`config.mk`:
```
export PLATFORM = sky130hd
export DESIGN_NAME = ad_ip_jesd204_tpl_adc_capture_ctrl
export DESIGN_NICKNAME = d
export VERILOG_FILES = /design/src/rtl/ad_ip_jesd204_tpl_adc_capture_ctrl.sv
export SDC_FILE = /design/constraint.sdc
export NUM_CORES = 1
export LEC_CHECK = 0
export ABC_AREA = 0
export BUFFER_PORTS_ARGS = -buffer_cell sky130_fd_sc_hd__buf_2
export CAP_MARGIN = 20
export CORE_MARGIN = 1
export CORE_UTILIZATION = 44
export CTS_CLUSTER_DIAMETER = 100
export DETAILED_ROUTE_END_ITERATION = 8
export GPL_TIMING_DRIVEN = 0
export PLACE_DENSITY = 0.68
export SETUP_SLACK_MARGIN = 0.3
export SYNTH_ARGS = -nofsm -noshare
export SYNTH_HDL_FRONTEND = slang
export SYNTH_SLANG_ARGS = --single-unit
```
`constraint.sdc`:
```
create_clock -name clk -period 3.1 [get_ports clk]
set_input_delay 0 -clock clk [delete_from_list [all_inputs] [get_ports clk]]
set_output_delay 0 -clock clk [all_outputs]
set_load 0.005 [all_outputs]
```
`src/rtl/ad_ip_jesd204_tpl_adc_capture_ctrl.sv`:
```
// Capture/synchronisation controller between the TPL ADC formatter and the DMA interface.
// Arms on software sync, starts on a selected external-sync edge, and gates per-channel valid.
module ad_ip_jesd204_tpl_adc_capture_ctrl #(
  parameter int NUM_CHANNELS    = 1,
  parameter int DATA_PATH_WIDTH = 1,
  parameter int BITS_PER_SAMPLE = 16,
  parameter int DMA_DATA_WIDTH  = NUM_CHANNELS*DATA_PATH_WIDTH*BITS_PER_SAMPLE,
  parameter int SYNC_STAGES     = 2,
  parameter int LENGTH_WIDTH    = 16,
  parameter int COUNT_WIDTH     = 8
) (
  input  logic                      clk,
  input  logic                      reset,
  input  logic                      adc_sync,
  input  logic                      adc_external_sync,
  input  logic [1:0]                sync_mode,
  input  logic [LENGTH_WIDTH-1:0]   capture_length,
  input  logic [NUM_CHANNELS-1:0]   chan_enable,
  input  logic                      in_valid,
  input  logic [DMA_DATA_WIDTH-1:0] in_data,
  output logic [NUM_CHANNELS-1:0]   adc_valid,
  output logic [DMA_DATA_WIDTH-1:0] adc_data,
  output logic                      adc_sync_status,
  output logic                      adc_rst_sync,
  output logic                      capture_done,
  output logic [COUNT_WIDTH-1:0]    sync_event_count
);

  typedef enum logic [1:0] {
    ST_FREE    = 2'd0,
    ST_ARMED   = 2'd1,
    ST_CAPTURE = 2'd2,
    ST_DONE    = 2'd3
  } state_t;

  localparam logic [LENGTH_WIDTH-1:0] LEN_ONE = {{(LENGTH_WIDTH-1){1'b0}}, 1'b1};
  localparam logic [COUNT_WIDTH-1:0]  CNT_ONE = {{(COUNT_WIDTH-1){1'b0}}, 1'b1};

  state_t                  state, state_nxt;
  logic [LENGTH_WIDTH-1:0] beat_cnt, beat_cnt_nxt;
  logic [COUNT_WIDTH-1:0]  evt_cnt, evt_cnt_nxt;
  logic                    done_nxt;
  logic [SYNC_STAGES-1:0]  sync_p;
  logic                    sync_hist;
  logic                    trigger;
  logic                    gate_open;
  logic                    last_beat;

  function automatic logic edge_sel(input logic [1:0] mode, input logic cur, input logic prev);
    case (mode)
      2'd1:    return cur & ~prev;
      2'd2:    return ~cur & prev;
      2'd3:    return cur ^ prev;
      default: return 1'b0;
    endcase
  endfunction

  // Stage: external-sync synchroniser and edge history, running in every state
  always_ff @(posedge clk) begin
    if (reset) begin
      sync_p    <= '0;
      sync_hist <= 1'b0;
    end else begin
      sync_p    <= {sync_p[SYNC_STAGES-2:0], adc_external_sync};
      sync_hist <= sync_p[SYNC_STAGES-1];
    end
  end

  assign trigger   = edge_sel(sync_mode, sync_p[SYNC_STAGES-1], sync_hist);
  assign gate_open = (state == ST_FREE) || (state == ST_CAPTURE);
  assign last_beat = in_valid && (capture_length != '0) &&
                     (beat_cnt == capture_length - LEN_ONE);

  always_comb begin
    state_nxt    = state;
    beat_cnt_nxt = beat_cnt;
    evt_cnt_nxt  = evt_cnt;
    done_nxt     = 1'b0;
    case (state)
      ST_FREE, ST_DONE: begin
        if (adc_sync) state_nxt = ST_ARMED;
      end
      ST_ARMED: begin
        // Software disarm takes priority over a coincident trigger
        if (adc_sync) begin
          state_nxt = ST_FREE;
        end else if (trigger) begin
          state_nxt    = ST_CAPTURE;
          beat_cnt_nxt = '0;
          evt_cnt_nxt  = evt_cnt + CNT_ONE;
        end
      end
      ST_CAPTURE: begin
        if (adc_sync) begin
          state_nxt    = ST_ARMED;
          beat_cnt_nxt = '0;
        end else if (last_beat) begin
          state_nxt = ST_DONE;
          done_nxt  = 1'b1;
        end else if (in_valid && (capture_length != '0)) begin
          beat_cnt_nxt = beat_cnt + LEN_ONE;
        end
      end
      default: state_nxt = ST_FREE;
    endcase
  end

  // Stage: control state, counters and the one-cycle output register
  always_ff @(posedge clk) begin
    if (reset) begin
      state        <= ST_FREE;
      beat_cnt     <= '0;
      evt_cnt      <= '0;
      capture_done <= 1'b0;
      adc_valid    <= '0;
      adc_data     <= '0;
    end else begin
      state        <= state_nxt;
      beat_cnt     <= beat_cnt_nxt;
      evt_cnt      <= evt_cnt_nxt;
      capture_done <= done_nxt;
      adc_valid    <= {NUM_CHANNELS{in_valid & gate_open}} & chan_enable;
      adc_data     <= in_data;
    end
  end

  assign adc_sync_status  = (state == ST_ARMED);
  assign adc_rst_sync     = (state == ST_ARMED);
  assign sync_event_count = evt_cnt;

endmodule

```
# == After elaboration in Yosys (flattened, before gate mapping) ==
# Index checks and enable logic that the tools add are counted.
# op_classes
n_addsub,3
n_reduce_logical,11
bitwise,9
n_eq_ne,14
n_mux,14
# op_table
operator,n
$mux 16,5
$pmux 16 s2,1
$add 16x1->16 const B,1
$eq 16x16->1,1
$reduce_bool 16->1,1
$sub 16x1->16 const B,1
$mux 2,5
$ne 3x3->1 const B,3
$add 8x1->8 const B,1
$eq 2x2->1 const B,4
$ne 2x2->1 const B,3
$pmux 2 s3,1
$reduce_and 3->1,2
$reduce_and 5->1,1
$and 1x1->1,4
$eq 2x1->1 const B,2
$not 1->1,4
$ne 3x2->1 const B,1
$pmux 1 s3,1
$reduce_or 3->1,1
$logic_and 1x1->1,2
$logic_not 2->1,1
$reduce_bool 2->1,1
$reduce_or 2->1,1
other kinds (3),3
# totals
reg_bits,47
word_cells,59
output_inout_bits,28

# == Longest topological paths before layout ==
# Gate-level depths: netlist of the first run.
# depth
word_depth,6
depth_mapped,13

# == Worst setup path after synthesis of the first run ==
# OpenSTA, ideal clock, no wires.
# synth_timing
path_type,input-to-reg
from,input capture_length[0]
to,register beat_cnt[15]
path_buffers,2
setup_slack_ps,342
cell_stages,12
setup_ps,70
arrival_time_ps,2688
cell_sequence,clkbuf_1 > inv_1 > ha_1 > clkbuf_1 > or3b_2 > o31a_2 > o21ai_0 > nor3b_1 > nand4b_4 > nand2_4 > or4_1 > a21oi_1
# synth_via
elab_chain_len,5
word_cells_on_any_way,8
cone_classes,add/sub: 1; eq/ne: 3; reduce/logical: 4
# synth_rtl
item,line,source
"start, declared",17,"input logic [LENGTH_WIDTH-1:0] capture_length,"
$sub 16x1->16 / $reduce_bool 16->1 (equally long branches),"72, 71, 100",
$eq 16x16->1 / $logic_and 1x1->1 (equally long branches),"72, 71, 100",
$logic_and 1x1->1,71,assign last_beat = in_valid && (capture_length != '0) &&
$ne 3x3->1 (no line),--,
$reduce_and 5->1 (no line) (*),--,
"end signal, assigned",119,beat_cnt <= beat_cnt_nxt;
"end, declared",40,"logic [LENGTH_WIDTH-1:0] beat_cnt, beat_cnt_nxt;"
# Every way passes the cells marked *; elsewhere a longest branch is shown, timed or not.
# A chain may end at the register's enable or synchronous reset.

# == Worst setup path after layout of the first run ==
# Same ends and word-level chain as after synthesis.

==> results of run 1 <==
-- timing repair --
item | CTS | global route
resized for setup | 2 | 6
setup buffers | 0 | 5
pin swaps | 0 | 1
gates cloned | 0 | 0
hold buffers | 20 | 0
hold endpoints to repair | 19 | 0
setup endpoints to repair | 17 | 14
-- worst paths after layout --
check	start	slack [ns]	depth (start not counted)	to
max reg2reg	sync_p[1]$_SDFF_PP0_	0.49	9	beat_cnt[15]$_SDFFE_PP0P_
min	in_valid	0.22	4	beat_cnt[1]$_SDFFE_PP0P_
max	capture_length[0]	0.46	12	beat_cnt[15]$_SDFFE_PP0P_
min reg2reg	sync_p[0]$_SDFF_PP0_	0.45	1	sync_p[1]$_SDFF_PP0_
-- critical path, stage by stage --
cell      delay [ns]
clkbuf_1        0.17
inv_1           0.12
ha_1            0.14
buf_2           0.20
or3b_2          0.52
o31a_2          0.35
o21ai_0         0.16
nor3b_1         0.21
nand4b_4        0.23
nand2_4         0.11
or4_1           0.51
a21oi_1         0.15
-- per-layer routing --
layer	track usage, %	vias up	wire, um
li1	-	1297	-
met1	26.6	1209	3000
met2	36.1	82	3200
met3	3.86	10	301
met4	5.54	0	89
met5	0	-	0
-- state kept, by name (all words and copies together) (netlist names) --
register and count:
adc_data 16, adc_valid 1, beat_cnt 16, capture_done 1, state 2, sync_event_count 8
sync_hist 1, sync_p 2
-- stage by stage --
step / worst slack, ns / hold slack (ns) / cells
final: 0.462 / 0.222 / 483
after global routing: 0.303 / 0.227 / 483
after CTS: 0.381 / 0.211 / 478
after detailed placement: -0.0627 / 0.213 / 450
after global placement: 0.00393 / 0.207 / 450
after floorplan: 0.342 / 0.118 / 314
-- synth_stat cells, types with 2 or more instances --
library cell / number
o21ai_0: 5
mux2i_1: 6
ha_1: 10
clkbuf_1: 8
inv_1: 13
nand2b_1: 3
buf_4: 2
or3_1: 3
nor2b_1: 19
and2_1: 4
xnor2_1: 10
or4_1: 6
buf_1: 2
nor3b_1: 3
o21a_1: 2
o31a_1: 2
a21oi_1: 8
buf_2: 2
and3_1: 4
a21oi_2: 2
dfxtp_1: 47
nand4_1: 9
a211oi_1: 3
nor2_1: 34
nand3_1: 13
o21bai_1: 2
o211ai_1: 3
nor4_1: 6
nand2_1: 21
buf_6: 2
or2_2: 4
o31ai_1: 3
nor3_1: 5
a22oi_1: 3
xor2_1: 15
-- power by group --
group          total (uW)  internal, uW  switching, uW
sequential            628           620           7.41
clock                 393           182            211
combinational         210           104            107
-- layout make-up --
cell class	count	area (um2)
well taps	75	93.8
fillers	522	2450
flip-flops and latches	47	941
repair buffers	86	543
clock inverters	2	16.3
plain buffers	17	97.6
inverters	13	48.8
clock buffers	6	82.6
multi-input cells	237	1650
-- cell families after synthesis --
| logic type | synth area share, % |
|---|---|
| DFF | 34.8 |
| AOI/OAI and AO/OA | 14.1 |
| adders and majority gates | 4.62 |
| buffers and inverters | 5.36 |
| muxes | 2.64 |
| and+or+nand+nor | 30.5 |
| xor gates and xnor gates | 8.09 |
==> impl_metrics.ini, run 1 <==
[pwr]
report.power.total_uw = 1230
worst_vdd_drop_mv = 0.373
total_leakage_power_uw = 0.00143
power-per-cell-area_nw_per_um2 = 355

[global_routing]
antenna_found_initial = 0
grt_start_max_net_pins = 16
grt_first_pass_wirelength_um = 10700
vias_in_the_first_global_route = 2405
globalRoute.totalOverflow = 0
groute.usage.overall_pct = 21.0

[clock_tree]
cts_root_buf = clkbuf_8
clkLatencyLatePin_ns = 0.29
path_clk_slew_ns = 0.09
tritoncts = built
h-tree-depth = 2
tritoncts_num_sinks = 47
cts_inserted_buffers = 5
maximum_clock_path_buffer_count = 2

[yosys]
yosysWarnings = 0
postSynth.asyncResetShare_pct = 0
synth-edff-count = 0
cell_count_after_synthesis = 314
synth_top_cell_area_share_pct = 34.8
netlist_area_um2 = 2710
most_area_hungry_cell_type_in_the_yosys_netlist = dfxtp_1
synth-main-ff-cell = dfxtp_1
synthDistinctLibCells = 65
sequential_area_share_after_synthesis_pct = 34.8
synthesis.area_per_instance_um2 = 8.62
mappedNetlistNets = 364
yosys-top-cells-area = dfxtp_1 (35%), xor2_1 (4.9%), nor2_1 (4.7%), ha_1 (4.6%), nor2b_1 (4.4%)
synth-seq-cells = 47

[placed_design]
place.gp.congestion = 0.821
portBuffers = 61
placed_instance_area_um2 = 3110
dp_hpwl_um = 4540

[routing]
initialDrtViolationCount = 114
route.detailed.vias_per_inst = 5.38
route.detailed.drc = 0
dr_total_vias = 2598
antenna_left = 0
drt_pre_antenna_iters = 4
route.detailed.wl_per_inst_um = 13.6
detail_route.wirelength_um = 6590

[sta]
min_tclk_post_route_ns = 2.64
setup_tns_ns = 0
rsz_0062_raised_after_global_routing = false
tightest_slew_ns = 0.757
report.final.slew_viol_count = 0
hold_viol = 0
period_share_pct = 85.1
final-setup-viol-count = 0
max_clock_freq_mhz = 379
clock_skew_ns = 0.00547
slew-limit-headroom_pct = 49.1

[finish]
layout.nets = 457
antenna-diode-count = 0
layout.cells.most_common = buf_2
final_instance_area_um2 = 3470
utilization_pct = 58.6
area_delta_synth_final_pct = 28.3
most-common-layout-cells = buf_2 (64), dfxtp_1 (47), nor2_1 (34), nand2_1 (21), dlygate4sd3_1 (20)
post_route_cells_drive_above_1_share_pct = 26.5

[critical_path]
cp-start-kind = input port
critical_path_maximum_fanout = 10
critPathRequiredTime_ns = 3.33
setup.worst_path.end_class = flop
cp_data_arrival_time_ns = 2.87
critPathKind = in -> reg

[min_path]
timing.hold.worst.class = in -> reg

[die]
fp.dieArea_um2 = 6470
num_io_pins = 68
die_w_um = 80.4
placement_rows = 28
dieHeight_um = 80.4
initial_standard_cell_utilization_of_the_core_pct = 45.7
core_area_um2 = 5920

[run]
drv_cap = 0

[run_status]
result_of_the_run = complete, no violations
Note: power is estimated with default switching activity, not from simulation.
==> inputs of run 2 (changes only) <==
- CORE_UTILIZATION: 44 -> 53
- GPL_ROUTABILITY_DRIVEN: not set -> 0
- PLACE_DENSITY: 0.68 -> 0.8
==> impl_metrics.ini, run 2 (same netlist as run 1, synthesis figures left out) <==
[critical_path]
setup.worst_path.end_class = flop
critPathKind = reg -> reg
critical_path_maximum_fanout = 10
top_family_by_delay_on_critical_path = compound AO/OA/AOI/OAI gates
critPathRequiredTime_ns = 3.28
cp-start-kind = flop
cpMaxStageDelayCell = dfxtp_1
crit_chain = inv_1 > ha_1 > mux2i_1 > a21oi_1 > nor3b_4 > and2_1 > a211o_1 > clkbuf_1 > or2_2 > o41ai_1
timing.critical_path.buf_inv = 2
slowest_delay_ns = 0.36
cp_data_arrival_time_ns = 2.88

[sta]
period_share_pct = 87.0
fin_worst_hold_slack_ns = 0.228
max_clock_freq_mhz = 371
setup_tns_ns = 0
rsz_0062_raised_after_global_routing = true
final-setup-viol-count = 0
clock_skew_ns = 0.00821
min_tclk_post_route_ns = 2.70
hold_viol = 0
report.final.slew_viol_count = 0
slew-limit-headroom_pct = 59.1
tightest_slew_ns = 0.613

[global_routing]
globalRoute.totalOverflow = 0
groute.usage.overall_pct = 23.6
antenna_found_initial = 0
grt_start_max_net_pins = 14
vias_in_the_first_global_route = 2310
grt_first_pass_wirelength_um = 9990

[finish]
post_route_cells_drive_above_1_share_pct = 25.6
most-common-layout-cells = buf_2 (63), dfxtp_1 (47), nor2_1 (34), nand2_1 (21), dlygate4sd3_1 (20)
finalNonFillerCells = 470
layout.nets = 453
layout.cells.most_common = buf_2
antenna-diode-count = 0
area_delta_synth_final_pct = 26.8
final_instance_area_um2 = 3430
seqCellArea_um2 = 941
fillers = 401
multi_input_area_um2 = 1660

[die]
die_w_um = 73.5
num_io_pins = 68
initial_standard_cell_utilization_of_the_core_pct = 56.2
core_area_um2 = 4820
fp.dieArea_um2 = 5400
dieHeight_um = 73.5
placement_rows = 25

[placed_design]
dpl.cell_count = 442
portBuffers = 61
placed_instance_area_um2 = 3100
dp_hpwl_um = 4340

[pwr]
total_leakage_power_uw = 0.00142
worst_vdd_drop_mv = 0.476
power-per-cell-area_nw_per_um2 = 352

[routing]
route.detailed.wl_per_inst_um = 13.1
drt_pre_antenna_iters = 4
antenna_left = 0
detail_route.wirelength_um = 6170
route.detailed.drc = 0
initialDrtViolationCount = 194
route.detailed.vias_per_inst = 5.45
dr_total_vias = 2560

[clock_tree]
cts_inserted_buffers = 5
clkLatencyLatePin_ns = 0.29
tritoncts = built
tritoncts_num_sinks = 47
path_clk_slew_ns = 0.08
maximum_clock_path_buffer_count = 2
h-tree-depth = 2
cts_root_buf = clkbuf_8

[run_status]
result_of_the_run = complete, no violations

[min_path]
timing.hold.worst.class = in -> reg

[run]
drv_cap = 0
## run 2: cell count changes in the layout (fill, tap and decap cells not counted), sizes merged
cell and change:
buf -5, clkbuf +1, clkinvlp -1
## run 2: worst min-delay path: cells and delay by family
kind                   cells  cell delay, ns
AO/OA/AOI/OAI              2            0.24
buffers and inverters      1            0.13
AND/OR/NAND/NOR            1            0.11
## run 2: final timing paths
path,from,end,slack (ns),cells past startpoint
max,sync_p[1]$_SDFF_PP0_,beat_cnt[10]$_SDFFE_PP0P_,0.40,10
min,in_valid,beat_cnt[1]$_SDFFE_PP0P_,0.23,4
max reg2reg,sync_p[1]$_SDFF_PP0_,beat_cnt[10]$_SDFFE_PP0P_,0.40,10
min reg2reg,sync_p[0]$_SDFF_PP0_,sync_p[1]$_SDFF_PP0_,0.46,1
## run 2: cell type report
type / instances / share of cell area (%)
clock buffers: 6 / 2.41
inverters: 13 / 1.42
repair buffers: 82 / 15.0
clock inverters: 1 / 0.146
multi-input cells: 237 / 48.3
plain buffers: 17 / 2.92
well taps: 67 / 2.44
flip-flops and latches: 47 / 27.4
## run 2: report_power, final
group | total, uW | internal (uW) | switching (uW)
clock | 369 | 175 | 194
sequential | 628 | 620 | 7.43
combinational | 210 | 104 | 106
total | 1210 | 899 | 308
## run 2: stage by stage
stage	total power (uW)	utilization (%)	setup WS (ns)
floorplan	757	-	0.342
global placement	819	64.3	-0.00940
detailed placement	825	64.3	-0.0534
CTS	1210	70.4	0.343
global route	1260	71.2	0.294
finish	1210	71.2	0.401
## run 2: timing repair
item / in CTS / in global routing
buffers inserted: 0 / 1
gates resized for setup: 2 / 8
hold buffers: 20 / 0
endpoints found under the setup margin: 11 / 12
pin swaps: 0 / 1
hold endpoints to repair: 19 / 0
## run 2: per-layer routing
layer,wire length [um],global-route usage (%),up-vias,share of wire [%]
li1,-,-,1288,-
met1,2860,29.7,1183,46
met2,2970,40.8,83,48
met3,289,4.39,6,4.7
met4,55,7.05,0,0.89
met5,0,0,-,0
==> inputs of run 3 (changes only) <==
- CORE_UTILIZATION: 53 -> 55
- CTS_BUF_LIST: not set -> sky130_fd_sc_hd__clkbuf_4 sky130_fd_sc_hd__clkbuf_8
- PLACE_DENSITY: 0.8 -> 0.82
==> impl_metrics.ini, run 3 (same netlist as run 1, synthesis figures left out) <==
[clock_tree]
clkLatencyLatePin_ns = 0.31
h-tree-depth = 2
tritoncts = built
cts_root_buf = clkbuf_8
tritoncts_num_sinks = 47
maximum_clock_path_buffer_count = 2
cts_inserted_buffers = 5
path_clk_slew_ns = 0.09

[run]
drv_cap = 0

[die]
dieHeight_um = 72.1
die_w_um = 72.1
placement_rows = 25
core_area_um2 = 4720
initial_standard_cell_utilization_of_the_core_pct = 57.3
fp.dieArea_um2 = 5200
num_io_pins = 68

[critical_path]
cpMaxStageDelayCell = or3b_2
cp_data_arrival_time_ns = 2.94
crit_chain = clkbuf_1 > inv_1 > ha_1 > clkbuf_2 > or3b_2 > o31a_2 > a2111oi_2 > nor3b_2 > nand4b_4 > buf_4 > a21oi_2 > nor2_1 > a211oi_1
critPathRequiredTime_ns = 3.32
cp-start-kind = input port
critPathKind = in -> reg
slowest_delay_ns = 0.52
critical_path_maximum_fanout = 10
setup.worst_path.end_class = flop

[sta]
period_share_pct = 87.6
tightest_slew_ns = 0.709
max_clock_freq_mhz = 368
finalWorstSetupSlack_ns = 0.385
slew-limit-headroom_pct = 52.3
report.final.slew_viol_count = 0
final-setup-viol-count = 0
rsz_0062_raised_after_global_routing = true
min_tclk_post_route_ns = 2.72
setup_tns_ns = 0
clock_skew_ns = 0.00923
hold_viol = 0

[global_routing]
antenna_found_initial = 0
globalRoute.totalOverflow = 0
grt_first_pass_wirelength_um = 10600
vias_in_the_first_global_route = 2351
grt_start_max_net_pins = 15
groute.usage.overall_pct = 26.1

[routing]
antenna_left = 0
route.detailed.drc = 0
detail_route.wirelength_um = 6450
initialDrtViolationCount = 150
route.detailed.wl_per_inst_um = 13.6
route.detailed.vias_per_inst = 5.46
dr_total_vias = 2583
drt_pre_antenna_iters = 4

[placed_design]
dp_hpwl_um = 4420
place_ws_ns = -0.0782
portBuffers = 61

[finish]
most-common-layout-cells = buf_2 (63), dfxtp_1 (47), nor2_1 (34), nand2_1 (21), dlygate4sd3_1 (20)
layout.nets = 455
area_delta_synth_final_pct = 28.5
antenna-diode-count = 0
post_route_cells_drive_above_1_share_pct = 26.6
layout.cells.most_common = buf_2

[pwr]
worst_vdd_drop_mv = 0.450
total_leakage_power_uw = 0.00144
power-per-cell-area_nw_per_um2 = 375

[run_status]
result_of_the_run = complete, no violations

[min_path]
timing.hold.worst.class = in -> reg
[run 3: cell types whose count changed in the layout (fill, tap and decap cells not counted)]
cell,delta
clkbuf_4,-1
bufinv_16,+1
nor4_1,-2
clkbuf_2,+1
buf_4,+2
nor4_4,-1
nor4_2,+3
[run 3: what timing repair did]
item | CTS | global route
pin swaps | 0 | 0
setup endpoints to repair | 12 | 13
hold endpoints to repair | 19 | 0
buffers inserted | 0 | 3
cloned | 0 | 0
hold buffers | 20 | 0
resized for setup | 2 | 7
[run 3: worst max-delay path: cells and delay by family]
family / cells / cell delay, ns
AOI/OAI and AO/OA: 4 / 1.11
and+or+nand+nor: 4 / 0.95
adders and majority gates: 1 / 0.15
buffers and inverters: 4 / 0.74
[run 3: power by group]
| group | total (uW) | switching, uW | internal, uW |
|---|---|---|---|
| clock | 467 | 206 | 261 |
| sequential | 628 | 7.47 | 620 |
| combinational | 211 | 107 | 103 |
[run 3: layer usage]
layer	wire length [um]	vias up	global-route usage, %	share of wire [%]
met5	0	-	0	0
met4	59	0	5.23	0.91
met3	339	9	6.39	5.3
met2	3210	87	46.0	50
met1	2850	1193	32.3	44
li1	-	1294	-	-
[run 3: final timing paths]
path	startpoint	end	slack, ns	depth (start not counted)
min reg2reg	sync_p[0]$_SDFF_PP0_	sync_p[1]$_SDFF_PP0_	0.45	1
max	capture_length[0]	state[0]$_SDFFE_PP0P_	0.38	13
max reg2reg	sync_p[1]$_SDFF_PP0_	beat_cnt[10]$_SDFFE_PP0P_	0.46	10
min	in_valid	beat_cnt[1]$_SDFFE_PP0P_	0.21	4
[run 3: final cells by class]
| type | count | area [um2] |
|---|---|---|
| plain buffers | 17 | 97.6 |
| fillers | 361 | 1250 |
| inverters | 13 | 48.8 |
| multi-input cells | 237 | 1660 |
| well taps | 67 | 83.8 |
| repair buffers | 84 | 528 |
| clock buffers | 6 | 82.6 |
| flip-flops and latches | 47 | 941 |
| clock inverters | 2 | 35.0 |
[run 3: metrics by stage]
step	instances	hold slack [ns]	area, um2	util [%]	total power, uW
floorplan	314	0.118	2710	-	757
global placement	442	0.208	3100	65.5	818
detailed placement	442	0.212	3100	65.5	824
CTS	470	0.213	3420	72.4	1310
global route	473	0.240	3480	73.6	1360
finish	473	0.213	3480	73.6	1310
